<file path="config.mk">
export PLATFORM = sky130hd
export DESIGN_NAME = alu_ctrl_sequencer
export DESIGN_NICKNAME = d
export VERILOG_FILES = /design/src/rtl/alu_ctrl_sequencer_pkg.sv /design/src/rtl/alu_op_decode.sv /design/src/rtl/alu_ctrl_sequencer.sv
export SDC_FILE = /design/constraint.sdc
export NUM_CORES = 1
export LEC_CHECK = 0
export CORE_ASPECT_RATIO = 1.25
export CORE_MARGIN = 2
export CORE_UTILIZATION = 49
export CTS_CLUSTER_DIAMETER = 80
export CTS_CLUSTER_SIZE = 28
export DETAILED_ROUTE_END_ITERATION = 16
export HOLD_SLACK_MARGIN = 0.03
export MAX_ROUTING_LAYER = met4
export PLACE_DENSITY = 0.93
export SLEW_MARGIN = 20
export SYNTH_ARGS = -nofsm -noshare
export SYNTH_HDL_FRONTEND = slang
export SYNTH_SLANG_ARGS = --single-unit
</file>
<file path="constraint.sdc">
create_clock -name iClk -period 2.72 [get_ports iClk]
set_clock_uncertainty 0.05 [all_clocks]
set_input_delay 0.816 -clock iClk [delete_from_list [all_inputs] [get_ports iClk]]
set_output_delay 0.816 -clock iClk [all_outputs]
set_load 0.01 [all_outputs]
</file>
<file path="src/rtl/alu_ctrl_sequencer_pkg.sv">
// rtl/alu_ctrl_sequencer_pkg.sv - shared encodings for the ALU-class control sequencer
package alu_ctrl_sequencer_pkg;

    localparam logic [2:0] S_IDLE    = 3'd0;
    localparam logic [2:0] S_FETCH   = 3'd1;
    localparam logic [2:0] S_DECODE  = 3'd2;
    localparam logic [2:0] S_EXEC    = 3'd3;
    localparam logic [2:0] S_WBLATCH = 3'd4;
    localparam logic [2:0] S_WBWRITE = 3'd5;
    localparam logic [2:0] S_HALT    = 3'd6;
    localparam logic [2:0] S_TRAP    = 3'd7;

    localparam int IR_OP_HI = 31;
    localparam int IR_OP_LO = 27;
    localparam int IR_RA_HI = 26;
    localparam int IR_RA_LO = 23;
    localparam int IR_RB_HI = 22;
    localparam int IR_RB_LO = 19;
    localparam int IR_RC_HI = 18;
    localparam int IR_RC_LO = 15;

    localparam logic [4:0] OP_ADD  = 5'd3;
    localparam logic [4:0] OP_SUB  = 5'd4;
    localparam logic [4:0] OP_SHR  = 5'd5;
    localparam logic [4:0] OP_SHRA = 5'd6;
    localparam logic [4:0] OP_SHL  = 5'd7;
    localparam logic [4:0] OP_ROR  = 5'd8;
    localparam logic [4:0] OP_ROL  = 5'd9;
    localparam logic [4:0] OP_AND  = 5'd10;
    localparam logic [4:0] OP_OR   = 5'd11;
    localparam logic [4:0] OP_ADDI = 5'd12;
    localparam logic [4:0] OP_ANDI = 5'd13;
    localparam logic [4:0] OP_ORI  = 5'd14;
    localparam logic [4:0] OP_MUL  = 5'd15;
    localparam logic [4:0] OP_DIV  = 5'd16;
    localparam logic [4:0] OP_NEG  = 5'd17;
    localparam logic [4:0] OP_NOT  = 5'd18;
    localparam logic [4:0] OP_HALT = 5'd27;

    localparam logic [3:0] CTRL_ALU_ADD  = 4'd0;
    localparam logic [3:0] CTRL_ALU_SUB  = 4'd1;
    localparam logic [3:0] CTRL_ALU_AND  = 4'd2;
    localparam logic [3:0] CTRL_ALU_OR   = 4'd3;
    localparam logic [3:0] CTRL_ALU_SHR  = 4'd4;
    localparam logic [3:0] CTRL_ALU_SHRA = 4'd5;
    localparam logic [3:0] CTRL_ALU_SHL  = 4'd6;
    localparam logic [3:0] CTRL_ALU_ROR  = 4'd7;
    localparam logic [3:0] CTRL_ALU_ROL  = 4'd8;
    localparam logic [3:0] CTRL_ALU_MUL  = 4'd9;
    localparam logic [3:0] CTRL_ALU_DIV  = 4'd10;
    localparam logic [3:0] CTRL_ALU_NEG  = 4'd11;
    localparam logic [3:0] CTRL_ALU_NOT  = 4'd12;

    localparam int PC_NRST    = 4;
    localparam int PC_EN      = 3;
    localparam int PC_JMP     = 2;
    localparam int PC_LOADRA  = 1;
    localparam int PC_LOADIMM = 0;

    localparam int ALU_EN_RA  = 4;
    localparam int ALU_EN_RB  = 3;
    localparam int ALU_EN_RZH = 2;
    localparam int ALU_EN_RZL = 1;
    localparam int ALU_EN_RAS = 0;

    localparam int MUX_BIS  = 5;
    localparam int MUX_RZHS = 4;
    localparam int MUX_WBM  = 3;
    localparam int MUX_WBP  = 2;
    localparam int MUX_MAP  = 1;
    localparam int MUX_ASS  = 0;

endpackage

</file>
<file path="src/rtl/alu_op_decode.sv">
// rtl/alu_op_decode.sv - combinational opcode to ALU control / format / halt / legality decode
module alu_op_decode
    import alu_ctrl_sequencer_pkg::*;
(
    input  logic [4:0] op,
    output logic [3:0] alu_ctrl,
    output logic       is_imm,
    output logic       is_halt,
    output logic       is_legal
);

    always_comb begin
        alu_ctrl = CTRL_ALU_ADD;
        is_imm   = 1'b0;
        is_halt  = 1'b0;
        is_legal = 1'b1;
        case (op)
            OP_ADD:  alu_ctrl = CTRL_ALU_ADD;
            OP_SUB:  alu_ctrl = CTRL_ALU_SUB;
            OP_SHR:  alu_ctrl = CTRL_ALU_SHR;
            OP_SHRA: alu_ctrl = CTRL_ALU_SHRA;
            OP_SHL:  alu_ctrl = CTRL_ALU_SHL;
            OP_ROR:  alu_ctrl = CTRL_ALU_ROR;
            OP_ROL:  alu_ctrl = CTRL_ALU_ROL;
            OP_AND:  alu_ctrl = CTRL_ALU_AND;
            OP_OR:   alu_ctrl = CTRL_ALU_OR;
            OP_ADDI: begin alu_ctrl = CTRL_ALU_ADD; is_imm = 1'b1; end
            OP_ANDI: begin alu_ctrl = CTRL_ALU_AND; is_imm = 1'b1; end
            OP_ORI:  begin alu_ctrl = CTRL_ALU_OR;  is_imm = 1'b1; end
            OP_MUL:  alu_ctrl = CTRL_ALU_MUL;
            OP_DIV:  alu_ctrl = CTRL_ALU_DIV;
            OP_NEG:  alu_ctrl = CTRL_ALU_NEG;
            OP_NOT:  alu_ctrl = CTRL_ALU_NOT;
            OP_HALT: is_halt  = 1'b1;
            // branch, load/store and I/O opcodes land here and trap
            default: is_legal = 1'b0;
        endcase
    end

endmodule

</file>
<file path="src/rtl/alu_ctrl_sequencer.sv">
// rtl/alu_ctrl_sequencer.sv - T0..T4 control sequencer for ALU-class instructions
// Optional single-step input iStep when CTRL_SEQ_STEP_EN is defined.
module alu_ctrl_sequencer
    import alu_ctrl_sequencer_pkg::*;
#(
    parameter int IMM_W    = 19,
    parameter int WAIT_MAX = 15
) (
    input  logic        iClk,
    input  logic        nRst,
`ifdef CTRL_SEQ_STEP_EN
    input  logic        iStep,
`endif
    input  logic [31:0] iMemData,
    input  logic        iMemRdy,
    output logic        oMemRd,
    output logic [4:0]  oPC,
    output logic        oRF_Write,
    output logic [3:0]  oRF_AddrA,
    output logic [3:0]  oRF_AddrB,
    output logic [3:0]  oRF_AddrC,
    output logic        oRWB_en,
    output logic [3:0]  oALU_Ctrl,
    output logic [4:0]  oALU_en,
    output logic [5:0]  oMUX,
    output logic [31:0] oImm32,
    output logic        oHalt,
    output logic        oTrap
);

    localparam int CNT_W = $clog2(WAIT_MAX + 1);

    logic [2:0]       state;
    logic [2:0]       state_nx;
    logic [31:0]      ir;
    logic [CNT_W-1:0] wait_cnt;
    logic [3:0]       addr_a_q;
    logic [3:0]       addr_b_q;
    logic [3:0]       addr_c_q;
    logic [3:0]       alu_ctrl_q;
    logic [3:0]       dec_alu_ctrl;
    logic             dec_is_imm;
    logic             dec_is_halt;
    logic             dec_is_legal;
    logic             fetch_go;
    logic             accept;

    alu_op_decode u_dec (
        .op       (ir[IR_OP_HI:IR_OP_LO]),
        .alu_ctrl (dec_alu_ctrl),
        .is_imm   (dec_is_imm),
        .is_halt  (dec_is_halt),
        .is_legal (dec_is_legal)
    );

`ifdef CTRL_SEQ_STEP_EN
    logic step_q;
    logic step_armed;

    // A fresh step edge wins over consumption so a step landing on the accept cycle is not lost.
    always_ff @(posedge iClk or negedge nRst) begin
        if (!nRst) begin
            step_q     <= 1'b0;
            step_armed <= 1'b0;
        end else begin
            step_q <= iStep;
            if (iStep && !step_q)
                step_armed <= 1'b1;
            else if (accept)
                step_armed <= 1'b0;
        end
    end

    assign fetch_go = step_armed;
`else
    assign fetch_go = 1'b1;
`endif

    assign accept = (state == S_FETCH) && fetch_go && iMemRdy;

    always_comb begin
        state_nx = state;
        case (state)
            S_IDLE:    state_nx = S_FETCH;
            S_FETCH: begin
                if (accept)
                    state_nx = S_DECODE;
                else if (fetch_go && wait_cnt == CNT_W'(WAIT_MAX - 1))
                    state_nx = S_TRAP;
            end
            S_DECODE: begin
                if (dec_is_halt)
                    state_nx = S_HALT;
                else if (!dec_is_legal)
                    state_nx = S_TRAP;
                else
                    state_nx = S_EXEC;
            end
            S_EXEC:    state_nx = S_WBLATCH;
            S_WBLATCH: state_nx = S_WBWRITE;
            S_WBWRITE: state_nx = S_FETCH;
            default:   state_nx = state;
        endcase
    end

    always_ff @(posedge iClk or negedge nRst) begin
        if (!nRst) begin
            state      <= S_IDLE;
            ir         <= '0;
            wait_cnt   <= '0;
            addr_a_q   <= '0;
            addr_b_q   <= '0;
            addr_c_q   <= '0;
            alu_ctrl_q <= '0;
        end else begin
            state <= state_nx;
            if (accept)
                ir <= iMemData;
            if (state == S_FETCH && fetch_go && !iMemRdy)
                wait_cnt <= wait_cnt + 1'b1;
            else if (state != S_FETCH || accept)
                wait_cnt <= '0;
            if (state == S_DECODE) begin
                addr_a_q <= ir[IR_RB_HI:IR_RB_LO];
                addr_b_q <= ir[IR_RC_HI:IR_RC_LO];
            end
            if (state == S_EXEC)
                alu_ctrl_q <= dec_alu_ctrl;
            if (state == S_WBWRITE)
                addr_c_q <= ir[IR_RA_HI:IR_RA_LO];
        end
    end

    // PC reset line follows nRst directly so the PC is held while the sequencer is in reset.
    always_comb begin
        oPC        = '0;
        oALU_en    = '0;
        oMUX       = '0;
        oMemRd     = 1'b0;
        oRF_Write  = 1'b0;
        oRWB_en    = 1'b0;
        oPC[PC_NRST]    = nRst;
        oPC[PC_EN]      = accept;
        oPC[PC_JMP]     = 1'b0;
        oPC[PC_LOADRA]  = 1'b0;
        oPC[PC_LOADIMM] = 1'b0;
        oALU_en[ALU_EN_RAS] = 1'b0;
        case (state)
            S_FETCH: begin
                oMemRd        = fetch_go;
                oMUX[MUX_MAP] = fetch_go;
            end
            S_DECODE: begin
                oALU_en[ALU_EN_RA] = 1'b1;
                oALU_en[ALU_EN_RB] = 1'b1;
                oMUX[MUX_BIS]      = dec_is_imm;
            end
            S_EXEC: begin
                oALU_en[ALU_EN_RZH] = 1'b1;
                oALU_en[ALU_EN_RZL] = 1'b1;
                oMUX[MUX_RZHS]      = 1'b0;
                oMUX[MUX_ASS]       = 1'b0;
                oMUX[MUX_WBM]       = 1'b0;
                oMUX[MUX_WBP]       = 1'b0;
            end
            S_WBLATCH: oRWB_en   = 1'b1;
            S_WBWRITE: oRF_Write = 1'b1;
            default: ;
        endcase
    end

    assign oRF_AddrA = (state == S_DECODE)  ? ir[IR_RB_HI:IR_RB_LO] : addr_a_q;
    assign oRF_AddrB = (state == S_DECODE)  ? ir[IR_RC_HI:IR_RC_LO] : addr_b_q;
    assign oRF_AddrC = (state == S_WBWRITE) ? ir[IR_RA_HI:IR_RA_LO] : addr_c_q;
    assign oALU_Ctrl = (state == S_EXEC)    ? dec_alu_ctrl          : alu_ctrl_q;
    assign oImm32    = {{(32 - IMM_W){ir[IMM_W-1]}}, ir[IMM_W-1:0]};
    assign oHalt     = (state == S_HALT);
    assign oTrap     = (state == S_TRAP);

endmodule

</file>
==> results by group, run 1 <==
Outcome
  • Status: finished, final reports clean

Clocking
  • Cts-stage hold buffer count: 0
  • Clk_lat worst skew: 0.30 ns
  • H-tree lvl count: 2
  • CTS buffer count: 5
  • Bufs on Longest Clock Path: 2
  • CTS tree: done
  • CTS Sinks: 55
  • Clock transition at path regs: 0.10 ns
  • Root Driver: clkbuf_8

Timing
  • Slew Viols, Final: 0
  • Period utilization: 98.3%
  • RSZ-0062 raised after global routing: yes
  • Worst slew pin tran: 0.681 ns
  • Tmin final: 2.67 ns
  • Normalized max-slew margin: 54.6%
  • Setup ws final: 0.0466 ns
  • Hold slack: 0.431 ns
  • Final Hold Viols: 0
  • Max Clk Rate: 0.374 GHz
  • Final setup vio count: 0

Synth
  • Post-synthesis cell area: 2900 um2
  • Post-Synth Adder-Cell Area: 1.21%
  • Largest family of logic cells by synthesized area: multiplexers
  • Sequential share of the synthesized area: 47.5%
  • Avg Inst Size Synth: 12.9 um2
  • Synth Area in Compound Gates: 4.10%
  • Cell taking the most area after synthesis: dfrtp_1
  • Ranking of synthesized cells by area: dfrtp_1 47%, mux2_4 15%, buf_4 12%
  • YS warnings: 0
  • Commonest cells in the netlist: 55 x dfrtp_1, 45 x buf_4, 29 x mux2_4
  • Synthesized flop and latch total: 55
  • EDFF count, synth: 0
  • Post-synth top area share: 47.5%
  • Synth Area in Simple Gates: 7.68%
  • Netlist cell types: 42
  • Main synth FF type: dfrtp_1
  • Mux contribution to synthesized area: 21.5%
  • Synth async-reset ratio: 100%
  • Synth Area in XOR/XNOR: 1.21%
  • Most common cell in the synthesized netlist: dfrtp_1
  • Syn Inst Count: 225

Floorplanning
  • Site Rows: 31
  • DIE HEIGHT: 90.0 um
  • Total Die Area: 6550 um2
  • Initial core utilization: 50.5%
  • Die X: 72.8 um
  • Core Region: 5740 um2
  • IO Count: 104

Critical path
  • CP Capture Type: output pin
  • Required time worst endpoint: 1.85 ns
  • CP Class: flop to output pin
  • CP max FO: 4
  • Type of origin of the critical path: flop
  • Arrival time at the worst endpoint: 1.81 ns

Detailed routing
  • DR WL/cell: 16.1 um
  • WL final: 5940 um
  • Via count: 1881
  • Drt via density: 5.10
  • First DRT Iteration DRCs: 104
  • Final ANT Viol Nets: 0
  • DR pass1 iterations: 4
  • Drt drc: 0

Final layout
  • Area Growth Syn to Fin: 31.1%
  • Total Nets Final: 339
  • Finished Layout Cells: 369
  • Antenna cells: 0
  • Layout cells sized above 1: 33.7%
  • Design area: 3800 um2

Pwr
  • PwrDens: 359 nW/um2
  • Leakage: 1.87 nW
  • VDD IR max: 0.200 mV
  • Tot Pwr: 1.36 mW

GRT
  • Largest net degree at the start of global routing: 56
  • Antenna violations before repair: 0
  • Vias in the first global route: 2034
  • GRT overflow: 0
  • First-pass GRT wire length: 9760 um
  • Overall routing resource usage: 19.8%

Placed design
  • Post-place instance area: 3620 um2
  • Detail Placement HPWL: 4360 um
  • IO buf count: 95
  • RePlAce Congestion: 0.841
  • Pre-CTS setup slack: -0.148 ns
  • Placed Cells: 351

Job
  • Max Cap Viol: 0

Worst hold path
  • Type of the worst min-delay path: flop to flop
[final cells by class]
cell class                      instances  area (um2)
Fill cell                             442        1940
Sequential cell                        55        1380
Multi-Input combinational cell        114        1120
Timing Repair Buffer                  120        1100
Clock buffer                            6        82.6
Tap cell                               66        82.6
Inverter                                6        22.5
Clock inverter                          2        16.3
[worst max-delay path, cell delays in order, from the launching register on]
cell and delay (ns):
dfrtp_2 0.42, buf_4 0.15, and2b_2 0.24, nor2_1 0.05, o22a_1 0.20, o31ai_2 0.27, buf_2 0.17
[repair_timing]
item                                    4_1_cts  5_1_grt
pin swaps                                     1        4
buffers inserted                              7        4
resized for setup                            51       15
endpoints found under the setup margin       20       14
[cells by family after synthesis]
logic type | count (synthesis)
AOI/OAI and AO/OA | 17
xor gates and xnor gates | 4
adders and majority gates | 3
buffers and inverters | 63
DFF | 55
muxes | 46
other | 1
and+or+nand+nor | 36
[per-stage QoR]
step,setup TNS (ns),utilization (%)
floorplan,0,-
global placement,-0.160,63.0
detailed placement,-0.390,63.0
CTS,-0.169,65.6
global route,-0.105,66.3
finish,0,66.3
[path summary, 6_finish.rpt]
kind / from / cells after the start / end / slack (ns)
setup / recovery: ir[28] / 6 / oALU_Ctrl[1] / 0.05
setup reg to reg: state[2] / 6 / ir[1] / 0.61
hold / removal: alu_ctrl_q[3] / 2 / alu_ctrl_q[3] / 0.43
hold reg to reg: alu_ctrl_q[3] / 2 / alu_ctrl_q[3] / 0.43
min in group asynchronous: nRst / 2 / ir[15] / 0.63
max in group asynchronous: nRst / 2 / ir[28] / 1.50
[registers in the layout, indices dropped and copies added, names as in the netlist]
name        count
addr_a_q        4
addr_b_q        4
addr_c_q        4
alu_ctrl_q      4
ir             32
state           3
wait_cnt        4
[power by group]
group | internal [mW] | leakage (nW) | total, mW | switching (mW)
logic | 0.0456 | 1.07 | 0.0760 | 0.0304
clock network | 0.208 | 0.0474 | 0.471 | 0.262
registers | 0.817 | 0.751 | 0.817 | 0
[metal layers]
layer	part of all wire (%)	up-vias	global-route usage [%]
met5	0	-	-
li1	-	857	-
met4	2.5	0	7.10
met3	6.0	15	4.15
met1	36	926	21.0
met2	55	83	35.5
[cells in the final DEF, fill, tap and decap left out, types with 2 or more instances in the layout]
cell             Yosys  routed
clkbuf_8             0       6
o22a_1               2       2
mux2_4              29      30
dfrtp_2              0       2
o21ai_0              7       4
ha_1                 2       2
clkdlybuf4s50_1      0      73
mux2_2              15      14
o21ai_2              0       3
inv_1                6       5
nand2_1              9       9
dlymetal6s2s_1       0       3
xnor2_1              3       3
dfrtp_1             55      53
dlygate4sd2_1        0       9
buf_4               45      22
buf_6                3       2
and3_1               2       2
nor2_1               7       7
mux2i_1              2       2
conb_1               1       8
buf_2                5       9
nor2b_1              3       3
No activity file was read; power rests on OpenSTA's default activity.
==> inputs of run 2 (changes only) <==
--- a/config.mk
+++ b/config.mk
@@ -13,7 +13,7 @@
 export DETAILED_ROUTE_END_ITERATION = 16
 export HOLD_SLACK_MARGIN = 0.03
 export MAX_ROUTING_LAYER = met4
-export PLACE_DENSITY = 0.93
+export PLACE_DENSITY = 0.9
 export SLEW_MARGIN = 20
 export SYNTH_ARGS = -nofsm -noshare
 export SYNTH_HDL_FRONTEND = slang
==> results by group, run 2 (synthesis gave the netlist of run 1 again) <==
Detailed routing
  • Wl on met1: 2210 um (was 2160 um)
  • Drt via density: 5.03 (was 5.10)
  • Drt drc: 0 (unchanged)
  • Top layer reached by signal wires: met4 (unchanged)
  • WL final: 5650 um (was 5940 um)
  • Final ANT Viol Nets: 0 (unchanged)
  • First DRT Iteration DRCs: 88 (was 104)
  • DR pass1 iterations: 4 (unchanged)
  • Met2 routed WL: 3070 um (was 3270 um)
  • Via count: 1831 (was 1881)
  • DR WL/cell: 15.5 um (was 16.1 um)
  • DR WL met3: 297 um (was 359 um)

Timing
  • Final setup vio count: 0 (unchanged)
  • Worst slew pin tran: 0.674 ns (was 0.681 ns)
  • Tmin final: 2.67 ns (about the same)
  • Slew Viols, Final: 0 (unchanged)
  • Normalized max-slew margin: 55.1% (was 54.6%)
  • Final Hold Viols: 0 (unchanged)
  • Max Clk Rate: 0.375 GHz (was 0.374 GHz)
  • Period utilization: 98.1% (was 98.3%)

Clocking
  • Clk_lat worst skew: 0.29 ns (was 0.30 ns)
  • Bufs on Longest Clock Path: 2 (unchanged)
  • CTS Sinks: 55 (unchanged)
  • H-tree lvl count: 2 (unchanged)
  • Clock transition at path regs: 0.09 ns (was 0.10 ns)
  • CTS buffer count: 5 (unchanged)
  • Root Driver: clkbuf_8 (unchanged)
  • Cts-stage hold buffer count: 0 (unchanged)
  • CTS tree: done (unchanged)

Critical path
  • Required time worst endpoint: 1.85 ns (about the same)
  • CP Capture Type: output pin (unchanged)
  • Type of origin of the critical path: flop (unchanged)
  • CP max FO: 7 (was 4)
  • Arrival time at the worst endpoint: 1.80 ns (was 1.81 ns)
  • CP Class: flop to output pin (unchanged)

Final layout
  • Top reg by flops: ir (unchanged)
  • Commonest non-fill, non-tap cell in the layout: clkdlybuf4s50_1 (unchanged)
  • Most frequent cells in the layout: 72 x clkdlybuf4s50_1, 51 x dfrtp_1, 29 x mux2_4 (was 73 x clkdlybuf4s50_1, 53 x dfrtp_1, 30 x mux2_4)
  • Final Core Density: 65.8% (was 66.3%)
  • Max reg flops: 32 (unchanged)
  • Antenna cells: 0 (unchanged)
  • Layout cells sized above 1: 33.6% (was 33.7%)
  • Area Growth Syn to Fin: 30.3% (was 31.1%)
  • Total Nets Final: 335 (was 339)
  • Fill cell count: 451 (was 442)

Placed design
  • IO buf count: 95 (unchanged)
  • Detail Placement HPWL: 4080 um (was 4360 um)
  • RePlAce Congestion: 0.876 (was 0.841)

GRT
  • Vias in the first global route: 1786 (was 2034)
  • First-pass GRT wire length: 8930 um (was 9760 um)
  • Antenna violations before repair: 0 (unchanged)
  • GRT overflow: 0 (unchanged)
  • Largest net degree at the start of global routing: 56 (unchanged)
  • Overall routing resource usage: 17.9% (was 19.8%)

Pwr
  • Leakage: 1.88 nW (was 1.87 nW)
  • VDD IR max: 0.206 mV (was 0.200 mV)
  • PwrDens: 372 nW/um2 (was 359 nW/um2)
  • Tot Pwr: 1.41 mW (was 1.36 mW)

Floorplanning
  • DIE HEIGHT: 90.0 um (unchanged)
  • IO Count: 104 (unchanged)
  • Initial core utilization: 50.5% (unchanged)
  • Core Region: 5740 um2 (unchanged)
  • Site Rows: 31 (unchanged)
  • Total Die Area: 6550 um2 (unchanged)
  • Die X: 72.8 um (unchanged)

Worst hold path
  • Type of the worst min-delay path: flop to flop (unchanged)

Outcome
  • Status: finished, final reports clean (unchanged)

Job
  • Max Cap Viol: 0 (unchanged)
run 2: cell count changes in the layout (fill, tap and decap cells not counted), sizes merged:
cell and delta:
buf -8, bufinv +1, clkbuf +6, clkdlybuf4s50 -1, clkinv -1, dlygate4sd2 -6, dlymetal6s2s +4
run 2: metal layers:
metal  up-vias  track usage, %
li1        852               -
met4         0            4.17
met2        74            32.2
met3         9            4.04
met5         -               -
met1       896            19.8
run 2: layout make-up:
| cell class | instances | area (um2) | share of cell area (%) |
|---|---|---|---|
| Sequential cell | 55 | 1380 | 36.6 |
| Clock buffer | 5 | 68.8 | 1.82 |
| Timing Repair Buffer | 116 | 1070 | 28.3 |
| Inverter | 6 | 22.5 | 0.596 |
| Tap cell | 66 | 82.6 | 2.19 |
| Clock inverter | 2 | 37.5 | 0.993 |
| Multi-Input combinational cell | 114 | 1120 | 29.5 |
run 2: final timing paths:
check | start | endpoint | slack [ns] | cells past startpoint
worst max-delay path | ir[28] | oALU_Ctrl[1] | 0.05 | 5
worst min-delay path | alu_ctrl_q[3] | alu_ctrl_q[3] | 0.44 | 2
worst max register to register | state[2] | ir[31] | 0.61 | 6
worst min register to register | alu_ctrl_q[3] | alu_ctrl_q[3] | 0.44 | 2
max in group asynchronous | nRst | ir[28] | 1.50 | 2
min in group asynchronous | nRst | ir[12] | 0.62 | 2
run 2: repair_timing:
item | 4_1_cts | 5_1_grt
endpoints found under the setup margin | 23 | 21
buffers inserted | 4 | 3
resized for setup | 40 | 27
pin swaps | 2 | 1
run 2: metrics by stage:
| stage | hold slack, ns | setup TNS [ns] | cells | worst slack, ns | cell area, um2 |
|---|---|---|---|---|---|
| 4_1_cts | 0.457 | -0.0362 | 361 | -0.0323 | 3770 |
| 3_5_place_dp | 0.436 | -0.305 | 350 | -0.146 | 3610 |
| 6_report | 0.444 | 0 | 364 | 0.0523 | 3780 |
| 3_3_place_gp | 0.423 | -0.140 | 350 | -0.140 | 3610 |
| 5_1_grt | 0.467 | -0.00290 | 364 | -0.00290 | 3780 |
| 2_1_floorplan | 0.403 | 0 | 232 | 0.446 | 2930 |
run 2: power breakdown:
group	switching, mW	internal, mW	leakage [nW]
logic	0.0293	0.0456	1.08
registers	0	0.817	0.748
clock network	0.246	0.269	0.0502
run 2: worst max-delay path: stages (launching register included):
cell,delay [ns]
dfrtp_2,0.45
inv_1,0.06
maj3_1,0.34
o22a_1,0.26
o31ai_4,0.23
buf_2,0.18
